==> config.mk <==
export PLATFORM = sky130hd
export DESIGN_NAME = matrix_add_sub
export DESIGN_NICKNAME = d
export VERILOG_FILES = /design/src/rtl/matrix_pkg.sv /design/src/rtl/row_add_sub.sv /design/src/rtl/matrix_add_sub.sv
export SDC_FILE = /design/constraint.sdc
export NUM_CORES = 2
export LEC_CHECK = 0
export CAP_MARGIN = 20
export CORE_UTILIZATION = 31
export DETAILED_ROUTE_END_ITERATION = 10
export GPL_TIMING_DRIVEN = 0
export PLACE_DENSITY = 0.64
export SKIP_LAST_GASP = 1
export SLEW_MARGIN = 20
export SYNTH_ARGS = -nofsm -noshare
export SYNTH_HDL_FRONTEND = slang
export SYNTH_SLANG_ARGS = --single-unit
==> constraint.sdc <==
create_clock -name clk -period 13.9 [get_ports clk]
set_input_delay 1.39 -clock clk [delete_from_list [all_inputs] [get_ports clk]]
set_output_delay 1.39 -clock clk [all_outputs]
set_load 0.01 [all_outputs]
==> src/rtl/matrix_pkg.sv <==
// Shared matrix-engine types: dimensions, element/row/matrix layouts, FSM states.
// Reused by the add/sub, transpose and multiply responders.
package matrix_pkg;

  localparam int unsigned DIM    = 4;
  localparam int unsigned ELEM_W = 16;
  localparam int unsigned BUS_W  = DIM * DIM * ELEM_W;
  localparam int unsigned ROW_W  = $clog2(DIM);

  typedef logic [ELEM_W-1:0] elem_t;
  typedef elem_t [DIM-1:0]   row_t;
  // Packed so that element (r,c) lands at bits [(r*DIM+c)*ELEM_W +: ELEM_W] of the bus.
  typedef row_t [DIM-1:0]    mat_t;

  typedef enum logic [1:0] {
    IDLE,
    COMPUTE,
    DONE
  } state_t;

  function automatic int unsigned elemLsb(input int unsigned r, input int unsigned c);
    return (r * DIM + c) * ELEM_W;
  endfunction

endpackage

==> src/rtl/row_add_sub.sv <==
// Combinational DIM-lane add/subtract of one matrix row.
// MATRIX_ADD_SUB_SATURATE_EN selects signed saturation instead of modulo wrap.
module row_add_sub
  import matrix_pkg::*;
(
  input  row_t aRow,
  input  row_t bRow,
  input  logic add1sub0,
  output row_t resRow
);

`ifdef MATRIX_ADD_SUB_SATURATE_EN
  logic [ELEM_W:0] wide;

  always_comb begin
    resRow = '0;
    wide   = '0;
    for (int unsigned lane = 0; lane < DIM; lane++) begin
      // One guard bit of sign extension exposes signed overflow as a sign mismatch.
      if (add1sub0)
        wide = {aRow[lane][ELEM_W-1], aRow[lane]} + {bRow[lane][ELEM_W-1], bRow[lane]};
      else
        wide = {aRow[lane][ELEM_W-1], aRow[lane]} - {bRow[lane][ELEM_W-1], bRow[lane]};
      if (wide[ELEM_W] != wide[ELEM_W-1])
        resRow[lane] = wide[ELEM_W] ? {1'b1, {(ELEM_W-1){1'b0}}} : {1'b0, {(ELEM_W-1){1'b1}}};
      else
        resRow[lane] = wide[ELEM_W-1:0];
    end
  end
`else
  always_comb begin
    resRow = '0;
    for (int unsigned lane = 0; lane < DIM; lane++) begin
      resRow[lane] = add1sub0 ? aRow[lane] + bRow[lane] : aRow[lane] - bRow[lane];
    end
  end
`endif

endmodule

==> src/rtl/matrix_add_sub.sv <==
// Matrix add/subtract responder on the engine's enable/read-write/flag handshake.
// Optional signed saturation: define MATRIX_ADD_SUB_SATURATE_EN.
module matrix_add_sub
  import matrix_pkg::*;
(
  input  logic             clk,
  input  logic             RESET,
  input  logic [BUS_W-1:0] dataIn,
  input  logic             en,
  input  logic             rw,
  input  logic             mat_decide,
  input  logic             add1sub0,
  output logic [BUS_W-1:0] dataOut,
  output logic             fleg
);

  state_t           state, stateNext;
  mat_t             aMat, bMat, work, workFull;
  logic             aValid, bValid, resValid;
  logic             opQ;
  logic [ROW_W-1:0] rowCnt;
  row_t             resRow;

  logic flegNext, loadA, loadB, clearRes, startCompute, finish;

  row_add_sub uRow (
    .aRow     (aMat[rowCnt]),
    .bRow     (bMat[rowCnt]),
    .add1sub0 (opQ),
    .resRow   (resRow)
  );

  always_ff @(posedge clk) begin
    if (RESET) state <= IDLE;
    else       state <= stateNext;
  end

  always_comb begin
    stateNext    = state;
    flegNext     = 1'b0;
    loadA        = 1'b0;
    loadB        = 1'b0;
    clearRes     = 1'b0;
    startCompute = 1'b0;
    finish       = 1'b0;
    case (state)
      IDLE, DONE: begin
        if (en && rw) begin
          loadA     = ~mat_decide;
          loadB     = mat_decide;
          clearRes  = 1'b1;
          flegNext  = 1'b1;
          stateNext = IDLE;
        end else if (en && !rw) begin
          if (state == DONE) begin
            flegNext = resValid;
          end else if (aValid && bValid) begin
            startCompute = 1'b1;
            stateNext    = COMPUTE;
          end
        end
      end
      COMPUTE: begin
        if (rowCnt == ROW_W'(DIM - 1)) begin
          finish    = 1'b1;
          stateNext = DONE;
        end
      end
      default: stateNext = IDLE;
    endcase
  end

  // The last row goes straight from the adder into dataOut so the whole result updates at once.
  always_comb begin
    workFull         = work;
    workFull[rowCnt] = resRow;
  end

  always_ff @(posedge clk) begin
    if (loadA) aMat <= mat_t'(dataIn);
    if (loadB) bMat <= mat_t'(dataIn);
  end

  always_ff @(posedge clk) begin
    if (RESET) begin
      aValid   <= 1'b0;
      bValid   <= 1'b0;
      resValid <= 1'b0;
      opQ      <= 1'b0;
      rowCnt   <= '0;
      work     <= '0;
      dataOut  <= '0;
      fleg     <= 1'b0;
    end else begin
      fleg <= flegNext;
      if (loadA)    aValid   <= 1'b1;
      if (loadB)    bValid   <= 1'b1;
      if (clearRes) resValid <= 1'b0;
      if (startCompute) begin
        opQ    <= add1sub0;
        rowCnt <= '0;
      end
      if (state == COMPUTE) begin
        work[rowCnt] <= resRow;
        rowCnt       <= rowCnt + ROW_W'(1);
      end
      if (finish) begin
        dataOut  <= workFull;
        resValid <= 1'b1;
      end
    end
  end

endmodule

Word-level counts from Yosys, hierarchy flattened
Index checks and enable logic that the tools add are counted.
- shifts and indexed selects: 0
- $lt $le $gt $ge: 2
- multiply operators: 0
- divide/modulo/power cells: 0
- add/sub/neg operators: 9
- bitwise gates (word level): 2
- equality and inequality tests: 7
- reduce and logical (&&, ||, !) cells: 11
- muxes and demuxes: 37
- operators with widths (kind ; count):
    $bmux W64 S2 ; 2
    $bwmux W256 ; 1
    $mux W64 ; 3
    $demux W64 S2 ; 1
    $add A16 B16 Y16 ; 4
    $mux W16 ; 4
    $sub A16 B16 Y16 ; 4
    $mux W1 ; 18
    $mux W2 ; 7
    $ne A3 B3 Y1 const B ; 3
    $eq A2 B2 Y1 const B ; 2
    $logic_and A1 B1 Y1 ; 4
    $pmux W2 S2 ; 1
    $reduce_and A4 Y1 ; 1
    $reduce_bool A2 Y1 ; 2
    $reduce_or A2 Y1 ; 2
    $lt A2 B3 Y1 const B ; 1
    $add A2 B1 Y2 const B ; 1
    $eq A2 B1 Y1 const B ; 1
    $ge A2 B1 Y1 const B ; 1
    $logic_not A2 Y1 ; 1
    $ne A2 B2 Y1 const B ; 1
    $not A1 Y1 ; 2
    $logic_not A1 Y1 ; 1
- bits in writable memories: 0
- memory bits (read-only): 0
- memories: 0
- bits in registers: 1033
- output and inout port bits: 257
- input port bits: 262
- bits in latches: 0

Depth between registers and ports, before layout
- word-level depth: 8
- gate-level depth with buffers: 20

Modules after synthesis
Synthesis repeated with hierarchy kept, for this count alone.
- cell total of the unflattened synthesis: 3275
- area total of the unflattened synthesis: 40108.5 sq um
- modules (own cells, without submodules) (module ; area an instance (sq um) ; instances ; cells each ; seq. area each (sq um)):
    matrix_add_sub ; 35984.5 ; 1 ; 2691 ; 24523.5
    row_add_sub ; 4124.0 ; 1 ; 584 ; 0.0

Least setup slack after synthesis
Ideal clock, no wire load.
- path kind: input to register
- start point: input port en
- end point: register aMat[0] (netlist bit), enable pin
- stages on the path: 3
- path buffers: 0
- arrival time: 12.306 ns
- slack: 0.716 ns
- required time: 13.022 ns
- cell sequence: nor2b_1 > nand2_1 > nor2_1
- cells in the longest elaborated chain, start to end: 3
- ends and longest elaborated chain (item ; RTL line ; source):
    start, declared ; matrix_add_sub.sv:9 ; input logic en,
    $logic_and A1 B1 Y1 ; matrix_add_sub.sv:48 ; if (en && rw) begin
    $mux W1 ; matrix_add_sub.sv:48 ;
    $mux W1 ; matrix_add_sub.sv:46 ; case (state)
    named net loadA ; matrix_add_sub.sv:24 ; logic flegNext, loadA, loadB, clearRes, startCompute, finish;
    end signal, assigned ; matrix_add_sub.sv:80 ; if (loadA) aMat <= mat_t'(dataIn);
    end, declared ; matrix_add_sub.sv:18 ; mat_t aMat, bMat, work, workFull;
The timed path passes the listed nets, and every way through them passes these cells.
A chain may end at the register's enable or synchronous reset.

Worst setup path after layout
- start point: register rowCnt[1]
- end point: register dataOut[174]
- cells in the longest elaborated chain, start to end: 5
- ends and longest elaborated chain (item ; RTL line ; source):
    start, declared ; matrix_add_sub.sv:21 ; logic [ROW_W-1:0] rowCnt;
    start signal, assigned ; matrix_add_sub.sv:105 ; rowCnt <= rowCnt + ROW_W'(1);
    $bmux W64 S2, or another cell as far along ; matrix_add_sub.sv:27 ; .aRow (aMat[rowCnt]),
    $mux W64 (not written as such), or another cell as far along ; matrix_add_sub.sv:27 ;
    $sub A16 B16 Y16, or another cell as far along ; row_add_sub.sv:34 ; resRow[lane] = add1sub0 ? aRow[lane] + bRow[lane] : aRow[lane] - bRow[lane];
    $mux W16 or $demux W64 S2 (tied branches) ; row_add_sub.sv:34, matrix_add_sub.sv:76 ;
    $bwmux W256 ; matrix_add_sub.sv:76 ; workFull[rowCnt] = resRow;
    end signal, assigned ; matrix_add_sub.sv:108 ; dataOut <= workFull;
    end, declared ; matrix_add_sub.sv:13 ; output logic [BUS_W-1:0] dataOut,
Several ways; a longest one is shown, not always the timed one. The select of a mux whose other input is x is not followed.

==> summary.txt <==
Run status
  – Outcome: complete, no violations

Layout
  – Filler cells: between 10000 and 15000
  – Share of cells above drive strength 1: 0.1010
  – Non-Filler Instances: 5611
  – Final Instance Area: ~51000 um2
  – Synth-to-Final Area Change: 28.92%
  – Layout net count: 4209

Logic synthesis
  – Area share of xor/xnor cells in the synthesized design: 0.02839
  – Ranking of synthesized cells by area: edfxtp_1 39%, dfxtp_1 23%, mux4_2 7.1%, a21oi_1 4.7%, nand2_1 4.1%
  – Top cell type's share of synthesized area: 0.3885
  – Syn avg cell area: 12.26 um2
  – Post-synthesis instance area: 39580 um2
  – Main combinational cell family by area after synthesis: compound AO/OA/AOI/OAI gates
  – Post-synth EDFFs: 512
  – Mux cell area share after synthesis: 0.1038
  – Top_reg_cell synth: edfxtp_1
  – Distinct cells, synth: 66
  – Post-synth top area cell: edfxtp_1
  – Synth Area in Adders: 0.02352
  – Yosys reg bits: 969
  – Post-Syn Nets: ~3600
  – Post-Syn Instances: 3227
  – Compound-cell area share of the yosys netlist: 0.1150
  – YS warnings: 0
  – Ys async rst share: 0
  – Simple-Gate Fraction of Synth Area: 0.08362
  – Seq/Total Area, Yosys: 0.6196

Worst setup path
  – Req. time, crit path: 14.53 ns
  – Setup CP Type: reg2reg
  – Cell family with the largest share of critical-path delay: compound AO/OA/AOI/OAI gates
  – Buf+Inv Stages, Crit Path: 5
  – CP max stage delay: 0.94 ns
  – Most frequent cell on the critical path: buf_2
  – CP startpoint kind: flop
  – CP Cell Sequence: buf_2, buf_2, buf_2, buf_2, clkbuf_1, mux4_2, ha_1, a2111oi_0, o21ai_0, a311oi_1, a21oi_1, nor3b_1, a211oi_2, a2111oi_0, a31o_2
  – CP Capture Type: flop
  – Critical Path AT: 8.05 ns
  – Worst path slowest cell: a2111oi_0
  – CP max FO: 10

Pwr
  – Sequential Power Share: 0.487
  – Leak Pwr: approximately 17 nW
  – Logic gate share of total power: 0.069
  – Switching Share: 0.2305
  – Switch Pwr: 1.456 mW
  – Internal: 4.860 mW
  – Pwr Density: 123.8 nW/um2
  – Clock power frac: 0.444
  – Peak supply drop: 0.0001013 V

Clocking
  – Hold-fix buffers, CTS: 0
  – Num CTS Buffers: 104
  – Post-CTS Setup Inserts: 0
  – CTS tree: yes
  – Clk buf depth: 3
  – Clock Latency Late Sink: 0.69 ns
  – Reg clk slew, reported paths: ~0.06 ns
  – Htree depth: 3
  – Post_cts resized: 0
  – Clock sink count: roughly 970
  – CTS Root Buffer Type: clkbuf_16

Drt
  – Top Metal Used: met5
  – Met3 routed WL: 13.09 mm
  – WL met2: 69.45 mm
  – Via count: 28960
  – DR iter-0 viols: between 2000 and 3000
  – Post-route ant nets: 0
  – M1 WL: 60.69 mm
  – Drt wl/cell: 26.42 um
  – # DRC: 0
  – Final wirelength: 148.2 mm
  – DR pass1 iterations: 5
  – Via/cell ratio: 5.161

Global route
  – Gr usage total: 0.2244
  – Initial antenna violation count: 12
  – First-pass GRT wire length: 206.7 mm
  – Largest net degree at the start of global routing: 57
  – Vias in the first global route: 28040
  – Overflow after GRT: 0

Place
  – DP Worst Slack: 6.151 ns
  – Area after DPL: 47540 um2
  – I/O Buffers: 517
  – GP Congestion: 0.9173
  – DP HPWL: 114.4 mm
  – Placed insts: 5419

STA
  – RSZ-0062 raised after global routing: false
  – Max Slew Vio Count: 0
  – Worst setup margin: 6.475 ns
  – Hold_ws: 0.4537 ns
  – Endpoints failing setup: 0
  – Relative slew margins: 0.2397
  – Period utilization: 0.5341
  – Max Fclk: 0.1347 GHz
  – Post-Route Skew: 0.02927 ns
  – Post-route minimum period: 7.425 ns
  – Worst Tran Pin Value: 1.140 ns
  – Final hold vios: 0
  – Setup TNS: 0 ns

Floorplan
  – I/O pin count: 519
  – Rows: 130
  – Core box area: 126100 um2
  – Chip width: 359.3 um
  – Die area: 129100 um2
  – Initial core utilization: 0.3140
  – Die height: roughly 360 um

Flow run
  – Max Cap Viol: 0

Min path
  – Hold WC Path Type: reg2reg
==> routing by layer <==
metal,vias to the layer above,global-route usage
met5,-,0
met1,14350,0.2862
li1,13150,-
met3,211,0.06244
met4,16,0.07296
met2,1236,0.3661
==> cells by family (layout without fill, tap and decap cells) <==
logic type | Yosys count | after routing
xor gates and xnor gates | 125 | 125
DFF | 969 | 969
muxes | 255 | 255
and+or+nand+nor | 800 | 800
adders and majority gates | 72 | 72
other | 0 | 1
buffers and inverters | 258 | 991
AOI/OAI and AO/OA | 748 | 748
==> cells in the mapped netlist (58+ instances only) <==
library cell and number:
edfxtp_1 512, xor2_1 64, nand2_1 437, mux4_2 124, ha_1 68, xnor2_1 58, mux2i_1 127, clkbuf_1 183
o21ai_0 67, a21oi_1 369, dfxtp_1 457, nor2_1 267, a211oi_1 163
==> cell usage in the layout (no fill, tap or decap), drive strengths merged, types with 60 or more instances in the layout <==
master and instances:
edfxtp 512, dfxtp 457, a21oi 370, nor2 267, ha 68, mux2i 127, a211oi 163, buf 63
clkdlybuf4s50 517, nand2 437, o21ai 69, clkbuf 339, xor2 64, mux4 124, xnor2 60
==> metrics by stage <==
stage,util,power [mW]
2_1_floorplan,-,3.329
3_3_place_gp,0.3714,3.564
3_5_place_dp,0.3771,3.572
4_1_cts,0.4045,6.352
5_1_grt,0.4047,6.490
6_report,0.4048,6.316
==> area by class of cell <==
class,instances,area (um2),share of cell area
clock inverter,35,309.0,0.006057
inverter,37,138.9,0.002722
timing repair buffer,542,5657,0.1109
antenna,1,2.502,0.00004904
multi-input combinational,2000,14280,0.2799
buffer,221,904.6,0.01773
tap,1650,2064,0.04046
sequential,969,24520,0.4806
clock buffer,156,3143,0.06160
==> power groups by stage <==
stage / clock network (mW) / logic, mW / registers, mW
3_5_place_dp: 0 / 0.436 / 3.14
5_1_grt: 2.95 / 0.461 / 3.08
3_3_place_gp: 0 / 0.404 / 3.16
2_1_floorplan: 0 / 0.180 / 3.15
6_report: 2.80 / 0.438 / 3.07
4_1_cts: 2.84 / 0.437 / 3.07
==> worst paths after layout <==
kind,from,cells after the start,slack (ns),to
max,rowCnt[1]$_SDFFE_PP0P_,15,6.48,dataOut[174]$_SDFFE_PP0P_
min,work[177]$_SDFFE_PP0P_,2,0.45,work[177]$_SDFFE_PP0P_
max reg2reg,rowCnt[1]$_SDFFE_PP0P_,15,6.48,dataOut[174]$_SDFFE_PP0P_
min reg2reg,work[177]$_SDFFE_PP0P_,2,0.45,work[177]$_SDFFE_PP0P_
==> tightest hold or removal path, stage by stage, from the launching register on <==
cell and delay [ns]:
dfxtp_1 0.31, nand2_1 0.05, a21oi_1 0.05
==> registers in the layout, summed over array words and instances (netlist names) <==
name / flops
aValid: 1
resValid: 1
rowCnt: 2
work: 192
bValid: 1
opQ: 1
fleg: 1
aMat: 256
state: 2
dataOut: 256
bMat: 256
Power figures use the tool's default switching activity.
